**src/rtl/mem_access_unit.sv**
```systemverilog
// MEM-stage data-memory access controller: formats stores, drives a req/ack
// data bus, stalls the pipeline while waiting and returns extended load data.
module mem_access_unit #(
  parameter int TIMEOUT_CYCLES = 255,
  parameter int TO_W           = 8
) (
  input  logic        clk,
  input  logic        rst,
  input  logic        MEM_have_inst,
  input  logic [31:0] MEM_inst,
  input  logic        MEM_ram_we,
  input  logic        MEM_ram_re,
  input  logic [31:0] MEM_alu_result,
  input  logic [31:0] MEM_rD2,
  output logic        dbus_req,
  output logic        dbus_we,
  output logic [31:0] dbus_addr,
  output logic [3:0]  dbus_wmask,
  output logic [31:0] dbus_wdata,
  input  logic        dbus_ack,
  input  logic [31:0] dbus_rdata,
  output logic        mem_stall,
  output logic [31:0] ld_data,
  output logic        ld_valid,
  output logic        access_err,
  output logic        bus_err
);

  typedef enum logic [1:0] {S_IDLE = 2'd0, S_WAIT = 2'd1, S_DONE = 2'd2} state_t;

  state_t          r_state;
  state_t          w_next;
  logic [TO_W-1:0] r_cnt;
  logic [2:0]      r_f3;
  logic [1:0]      r_off;
  logic            r_is_load;

  logic [2:0] w_f3;
  logic [1:0] w_off;
  logic       w_store;
  logic       w_access;
  logic       w_legal;
  logic       w_misalign;
  logic       w_start;
  logic       w_timeout;
  logic       w_unused_ok;

  assign w_f3        = MEM_inst[14:12];
  assign w_off       = MEM_alu_result[1:0];
  assign w_store     = MEM_ram_we;
  assign w_access    = MEM_have_inst & (MEM_ram_we | MEM_ram_re);
  assign w_unused_ok = ^{MEM_inst[31:15], MEM_inst[11:0]};
  assign w_timeout   = (r_cnt == TO_W'(TIMEOUT_CYCLES - 1));

  // Store lane formatting: returns {wmask, wdata}
  function automatic logic [35:0] fmt_store(input logic [2:0] f3, input logic [1:0] off,
                                            input logic [31:0] d);
    case (f3)
      3'b000:  fmt_store = {4'b0001 << off, {4{d[7:0]}}};
      3'b001:  fmt_store = {4'b0011 << off, {2{d[15:0]}}};
      default: fmt_store = {4'b1111, d};
    endcase
  endfunction

  // Load lane extraction with sign/zero extension
  function automatic logic [31:0] ext_load(input logic [2:0] f3, input logic [1:0] off,
                                           input logic [31:0] rd);
    logic [31:0] w;
    w = rd >> {off, 3'b000};
    case (f3)
      3'b000:  ext_load = {{24{w[7]}}, w[7:0]};
      3'b100:  ext_load = {24'd0, w[7:0]};
      3'b001:  ext_load = {{16{w[15]}}, w[15:0]};
      3'b101:  ext_load = {16'd0, w[15:0]};
      default: ext_load = w;
    endcase
  endfunction

  // Width-code legality and alignment
  always_comb begin
    w_legal = 1'b0;
    case (w_f3)
      3'b000, 3'b001, 3'b010: w_legal = 1'b1;
      3'b100, 3'b101:         w_legal = ~w_store;
      default:                w_legal = 1'b0;
    endcase
    w_misalign = ~w_legal
               | ((w_f3[1:0] == 2'b01) & w_off[0])
               | ((w_f3 == 3'b010) & (w_off != 2'b00));
    w_start = w_access & ~w_misalign;
  end

  // State register
  always_ff @(posedge clk) begin
    if (!rst) begin
      r_state <= S_IDLE;
    end else begin
      r_state <= w_next;
    end
  end

  // Next state, stall and access-error decode
  always_comb begin
    w_next     = r_state;
    mem_stall  = 1'b0;
    access_err = 1'b0;
    case (r_state)
      S_IDLE: begin
        if (w_start) begin
          mem_stall = 1'b1;
          w_next    = S_WAIT;
        end else begin
          access_err = w_access & w_misalign;
        end
      end
      S_WAIT: begin
        mem_stall = 1'b1;
        if (dbus_ack | w_timeout) begin
          w_next = S_DONE;
        end else begin
          w_next = S_WAIT;
        end
      end
      S_DONE:  w_next = S_IDLE;
      default: w_next = S_IDLE;
    endcase
  end

  // Bus request, timeout counter and load-result registers
  always_ff @(posedge clk) begin
    if (!rst) begin
      dbus_req   <= 1'b0;
      dbus_we    <= 1'b0;
      dbus_addr  <= 32'd0;
      dbus_wmask <= 4'd0;
      dbus_wdata <= 32'd0;
      ld_data    <= 32'd0;
      ld_valid   <= 1'b0;
      bus_err    <= 1'b0;
      r_cnt      <= '0;
      r_f3       <= 3'd0;
      r_off      <= 2'd0;
      r_is_load  <= 1'b0;
    end else begin
      case (r_state)
        S_IDLE: begin
          ld_valid <= 1'b0;
          bus_err  <= 1'b0;
          if (w_start) begin
            dbus_req  <= 1'b1;
            dbus_we   <= w_store;
            dbus_addr <= {MEM_alu_result[31:2], 2'b00};
            if (w_store) begin
              {dbus_wmask, dbus_wdata} <= fmt_store(w_f3, w_off, MEM_rD2);
            end else begin
              dbus_wmask <= 4'd0;
              dbus_wdata <= 32'd0;
            end
            r_cnt     <= '0;
            r_f3      <= w_f3;
            r_off     <= w_off;
            r_is_load <= ~w_store;
          end
        end
        S_WAIT: begin
          if (dbus_ack) begin
            dbus_req <= 1'b0;
            ld_data  <= r_is_load ? ext_load(r_f3, r_off, dbus_rdata) : 32'd0;
            ld_valid <= r_is_load;
          end else if (w_timeout) begin
            dbus_req <= 1'b0;
            bus_err  <= 1'b1;
            ld_data  <= 32'd0;
            ld_valid <= r_is_load;
          end else begin
            r_cnt <= r_cnt + {{(TO_W-1){1'b0}}, 1'b1};
          end
        end
        S_DONE: begin
          ld_valid <= 1'b0;
          bus_err  <= 1'b0;
        end
        default: begin
          dbus_req <= 1'b0;
          ld_valid <= 1'b0;
          bus_err  <= 1'b0;
        end
      endcase
    end
  end

endmodule

```
**config.mk**
```make
export PLATFORM = sky130hd
export DESIGN_NAME = mem_access_unit
export DESIGN_NICKNAME = d
export VERILOG_FILES = /design/src/rtl/mem_access_unit.sv
export SDC_FILE = /design/constraint.sdc
export NUM_CORES = 1
export LEC_CHECK = 0
export ABC_CLOCK_PERIOD_IN_PS = 2200
export CORE_ASPECT_RATIO = 1.25
export CORE_MARGIN = 1.5
export CORE_UTILIZATION = 37
export CTS_CLUSTER_DIAMETER = 120
export DETAILED_ROUTE_END_ITERATION = 8
export PLACE_DENSITY = 0.76
export SYNTH_ARGS = -nofsm -noshare
export SYNTH_HDL_FRONTEND = slang
export SYNTH_SLANG_ARGS = --single-unit
```
**constraint.sdc**
```tcl
create_clock -name clk -period 2.2 [get_ports clk]
set_input_delay 0.44 -clock clk [delete_from_list [all_inputs] [get_ports clk]]
set_output_delay 0.44 -clock clk [all_outputs]
set_load 0.005 [all_outputs]
```
Word-level counts from Yosys, hierarchy flattened
Cells that the tools add are included.

storage, ports and cells
  bits in registers = 118
  input bits = 134
  output and inout bits = 106
  logic and storage cells = 85

cells by class
  equal/unequal tests = 15
  reductions and logical operators = 14
  multiplexer cells = 25
  bitwise logic cells = 14
  add/subtract/negate cells = 1
  shifts and indexed selects = 3

operators with widths
  cell                 count
  $mux 32              4
  $pmux 32 s4          1
  $pmux 36 s2          1
  $shr 32x5->32        1
  $mux 8               3
  $pmux 8 s2           1
  $eq 3x3->1 const B   4
  $add 8x1->8 const B  1
  $eq 8x8->1 const B   1
  $mux 1               8
  $reduce_and 2->1     4
  $eq 3x1->1 const B   2
  $logic_not 3->1      2
  $ne 2x2->1 const B   3
  $reduce_bool 2->1    3
  $and 1x1->1          5
  $not 1->1            5
  $eq 2x1->1 const B   2
  $mux 2               2
  $mux 4               1
  $or 1x1->1           4
  $pmux 1 s2           2
  $pmux 2 s2           1
  $reduce_and 4->1     1
  10 further kinds     10

Depth between registers and ports, before layout
  depth after elaboration = 10
  mapped depth = 7
  depth with buffers taken out = 6

Worst setup path before layout
OpenSTA, ideal clock, no wires.

  path type = input to output
  start = input MEM_inst[14]
  end = output mem_stall
  setup slack = -80 ps
  stages on the path = 6
  buffers on the path = 3
  required time = 1760 ps
  arrival time = 1840 ps
  cells stage by stage = buf_2 > or4_4 > a211o_1 > buf_2 > buf_4 > nand2_1

between the ends
  cells in the longest elaborated chain, start to end = 10
  elaborated cells between the ends (all ways) = 16
  those cells by class = eq/ne (4); mux (3); bitwise (6); reduce/logical (3)

RTL lines
  element                                             RTL line  source
  from (decl)                                         10        input logic [31:0] MEM_inst,
  $eq 3x2->1, or another cell as far along            82, 89
  $reduce_or 3->1 or $reduce_or 2->1 (tied branches)  82        case (w_f3)
  $pmux 1 s2                                          82
  $not 1->1                                           87        w_misalign = ~w_legal
  $or 1x1->1                                          88        | ((w_f3[1:0] == 2'b01) & w_off[0])
  $or 1x1->1 *                                        89        | ((w_f3 == 3'b010) & (w_off != 2'b00));
  $not 1->1 *                                         90        w_start = w_access & ~w_misalign;
  $and 1x1->1 *                                       90
  $mux 1 *                                            109       if (w_start) begin
  $pmux 1 s2 *                                        107       case (r_state)
  to (decl)                                           22        output logic mem_stall,

Mark *: on every way between the ends. The rest lies on a longest branch, timed or not.

Final worst setup path
  start = input MEM_alu_result[1]
  end = output mem_stall

between the ends
  cells in the longest elaborated chain, start to end = 7

RTL lines
  element            RTL line  source
  from (decl)        13        input logic [31:0] MEM_alu_result,
  $reduce_bool 2->1  89
  $and 1x1->1        89
  $or 1x1->1         89
  $not 1->1          90
  $and 1x1->1        90
  $mux 1             109
  $pmux 1 s2         107

No other way between the ends.

==> results.sh <==
export IMPL_run_status="finished clean"
export IMPL_final_common_cell="sky130_fd_sc_hd__clkdlybuf4s50_1"
export IMPL_critical_path_endpoint="mem_stall"
export IMPL_cts_htree_levels=4
export IMPL_avgSynthCellArea_um2=9.19
export IMPL_clock_transition_at_the_registers_of_the_reported_paths_ns=0.05
export IMPL_largest_cells_by_area_after_synthesis="sky130_fd_sc_hd__dfxtp_1 (46%), sky130_fd_sc_hd__mux2i_1 (8.5%), sky130_fd_sc_hd__nand2_1 (7.2%), sky130_fd_sc_hd__a21oi_1 (5.4%), sky130_fd_sc_hd__o2bb2ai_1 (4.3%)"
export IMPL_grt_pass1_vias=5114
export IMPL_synth_seq_area_share_pct=46.5
export IMPL_synthDistinctLibCells=50
export IMPL_critical_path_startpoint_type="input pin"
export IMPL_first_pass_iters=6
export IMPL_hold_violations=0
export IMPL_grt_start_max_net_pins=49
export IMPL_placed_cell_area_um2=7590
export IMPL_worst_r2r_cell_count=4
export IMPL_worst_clock_skew_ns=0.00665
export IMPL_worst_r2r_setup_slack_ns=0.21
export IMPL_routabilityCongestion=0.885
export IMPL_static_leakage_power_nw=3.02
export IMPL_core_rowCount=47
export IMPL_final_layout_size_suffix_gt1_share_pct=12.6
export IMPL_synth_ff_latch_count=118
export IMPL_post_synth_top_area_fraction_pct=46.5
export IMPL_power_per_cell_area_nw_per_um2=693
export IMPL_synthToLayoutAreaGrowth_pct=61.4
export IMPL_utilization_after_layout_pct=61.4
export IMPL_vias=5109
export IMPL_crit_path_top_delay_cell="sky130_fd_sc_hd__or4_4"
export IMPL_layout_cell_area_non_filler_um2=8200
export IMPL_layout_common_cells="sky130_fd_sc_hd__clkdlybuf4s50_1 (199), sky130_fd_sc_hd__dfxtp_1 (118), sky130_fd_sc_hd__nand2_1 (97)"
export IMPL_fin_nets=922
export IMPL_wirelength_um=15900
export IMPL_final_max_slew_viol_count=0
export IMPL_fmax_mhz=461
export IMPL_wire_length_of_the_first_global_routing_pass_um=25300
export IMPL_setup_viol=0
export IMPL_max_cap_viol_count=0
export IMPL_arrival_ns=1.73
export IMPL_ios=240
export IMPL_startpoint_of_the_worst_register_to_register_path="r_off[0]"
export IMPL_floorplan_initialDensity_pct=38.1
export IMPL_worstHoldPathType="register to register"
export IMPL_clock_tree_root_cell="sky130_fd_sc_hd__clkbuf_16"
export IMPL_placed_cells_incl_taps=936
export IMPL_grt_ovfl_total=0
export IMPL_tns_ns=0
export IMPL_period_minus_slack_ns=2.17
export IMPL_track_usage_pct=22.1
export IMPL_drc_violation_count_after_routing=0
export IMPL_crit_path_end_kind="output pin"
export IMPL_dp_hpwl_um=12000
export IMPL_clock_sinks=118
export IMPL_critical_path_startpoint="MEM_alu_result[1]"
export IMPL_cp_required_ns=1.76
export IMPL_starting_drt_drc_count=269
export IMPL_cts_tree="built"
export IMPL_fp_dieArea_um2=14400
export IMPL_total_power_mw=5.68
export IMPL_final_cell_count_no_fill=970
export IMPL_placeableCoreArea_um2=13300
export IMPL_synthesis_yosys_warnings=0
export IMPL_critical_path_class="input pin to output pin"
export IMPL_post_cts_hold_buffer_count=0
export IMPL_crit_chain="clkdlybuf4s15_1 -> or4_4 -> a211o_4 -> nand2_2 -> buf_2"
export IMPL_syn_inst_count=553
export IMPL_setup_repair_after_global_routing_missed_its_margin="false"
export IMPL_final_antenna_net_count=0
export IMPL_antenna_diode_count=0
export IMPL_synth_area_leader_cell="sky130_fd_sc_hd__dfxtp_1"
export IMPL_regToRegEndpoint="ld_data[13]"
export IMPL_avgRoutedWirePerCell_um=16.4
export IMPL_maxSlewHeadroom_pct=38.3
export IMPL_worst_ir_drop_vdd_mv=0.461
export IMPL_antenna_found_initial=0
export IMPL_io_buffers=208
export IMPL_die_x_um=108
export IMPL_critPathMaxStageDelay_ns=0.55
export IMPL_path_max_fanout=2
export IMPL_netlist_area_um2=5080
export IMPL_cts_root_to_sink_buffers=2
export IMPL_tightestPinTransition_ns=0.924
export IMPL_post_drt_via_cell_ratio=5.27
export IMPL_insertion_delay_ns=0.40
export IMPL_layout_worst_path_cycle_share_pct=98.6
export IMPL_cts_inserted_buffers=17
export IMPL_die_height_um=134
synth_stat cells (all sizes together):
library cell and instances:
nand4 2, nand3 14, o32ai 1, and2 1
a21oi 55, conb 1, o21a 1, nor2 16
buf 24, dfxtp 118, nor3 4, or2 1
or3b 1, a22o 12, o211ai 8, inv 7
o31ai 10, a211o 4, a311oi 2, nand2b 1
o211a 2, o21ai 28, mux2 7, and3b 1
a21boi 1, o22ai 2, o2bb2ai 25, mux4 1
a221o 17, nor3b 1, and3 3, or4 2
a31oi 1, mux2i 43, nor4 1, a21o 3
ha 2, a211oi 2, nand2 98, and4 1
clkbuf 20, nand3b 9
flip-flops by register name, indices dropped and copies added (netlist names):
register / flops
dbus_addr: 30
ld_valid: 1
dbus_we: 1
r_f3: 3
dbus_req: 1
ld_data: 32
r_state: 2
r_cnt: 8
r_off: 2
dbus_wmask: 4
r_is_load: 1
bus_err: 1
dbus_wdata: 32
worst min path at each step:
stage	startpoint	end	slack (ns)	cells after the start
4_1_cts	dbus_addr[27]	dbus_addr[27]	0.45	2
5_1_grt	dbus_addr[24]	dbus_addr[24]	0.47	2
2_1_floorplan	r_f3[0]	r_f3[0]	0.44	2
6_report	dbus_addr[22]	dbus_addr[22]	0.45	2
3_3_place_gp	dbus_addr[20]	dbus_addr[20]	0.44	2
3_5_place_dp	dbus_we	dbus_we	0.44	1
report_power, final:
part,switching (mW),internal [mW]
sequential,0.0305,2.19
combinational,0.306,0.397
clock,0.979,1.78
critical path, delay by kind of cell:
family	cells	cell delay [ns]
simple gates	2	0.62
compound gates	1	0.37
buf+inv	2	0.29
cell families (layout without fill, tap and decap cells):
logic type	Yosys count	in the layout	share of synthesized area [%]
AO/OA/AOI/OAI	174	174	23.7
adder cells (fa/ha/maj)	2	2	0.492
buffers and inverters	51	296	4.75
flip-flops	118	118	46.5
multiplexers	51	51	10.5
other	1	2	0.0738
AND/OR/NAND/NOR	156	156	14.1
per-stage QoR:
step / setup WS [ns] / hold WS [ns]
2_1_floorplan: 0.0103 / 0.445
3_3_place_gp: -0.653 / 0.442
3_5_place_dp: -0.650 / 0.445
4_1_cts: 0.0166 / 0.455
5_1_grt: 0.0141 / 0.474
6_report: 0.0299 / 0.450
cell type report:
| type | count | area, um^2 |
|---|---|---|
| repair buffers | 257 | 2500 |
| inverters | 7 | 26.3 |
| clock buffers | 20 | 437 |
| well taps | 171 | 214 |
| fillers | 1103 | 5150 |
| flip-flops and latches | 118 | 2360 |
| multi-input cells | 385 | 2510 |
| clock inverters | 12 | 154 |
layer usage:
| layer | vias to the layer above | routed length (um) | track usage [%] |
|---|---|---|---|
| met4 | 0 | 310 | 7.97 |
| met2 | 215 | 8100 | 38.6 |
| met5 | - | 0 | 0 |
| li1 | 2484 | - | - |
| met3 | 22 | 1190 | 7.58 |
| met1 | 2388 | 6300 | 24.9 |
what timing repair did:
item | 4_1_cts | 5_1_grt
buffers inserted | 1 | 1
endpoints found under the hold margin | 0 | 0
endpoints found under the setup margin | 4 | 10
pin swaps | 4 | 2
cloned | 0 | 0
gates resized for setup | 16 | 5
(Power assumes the default switching activity.)
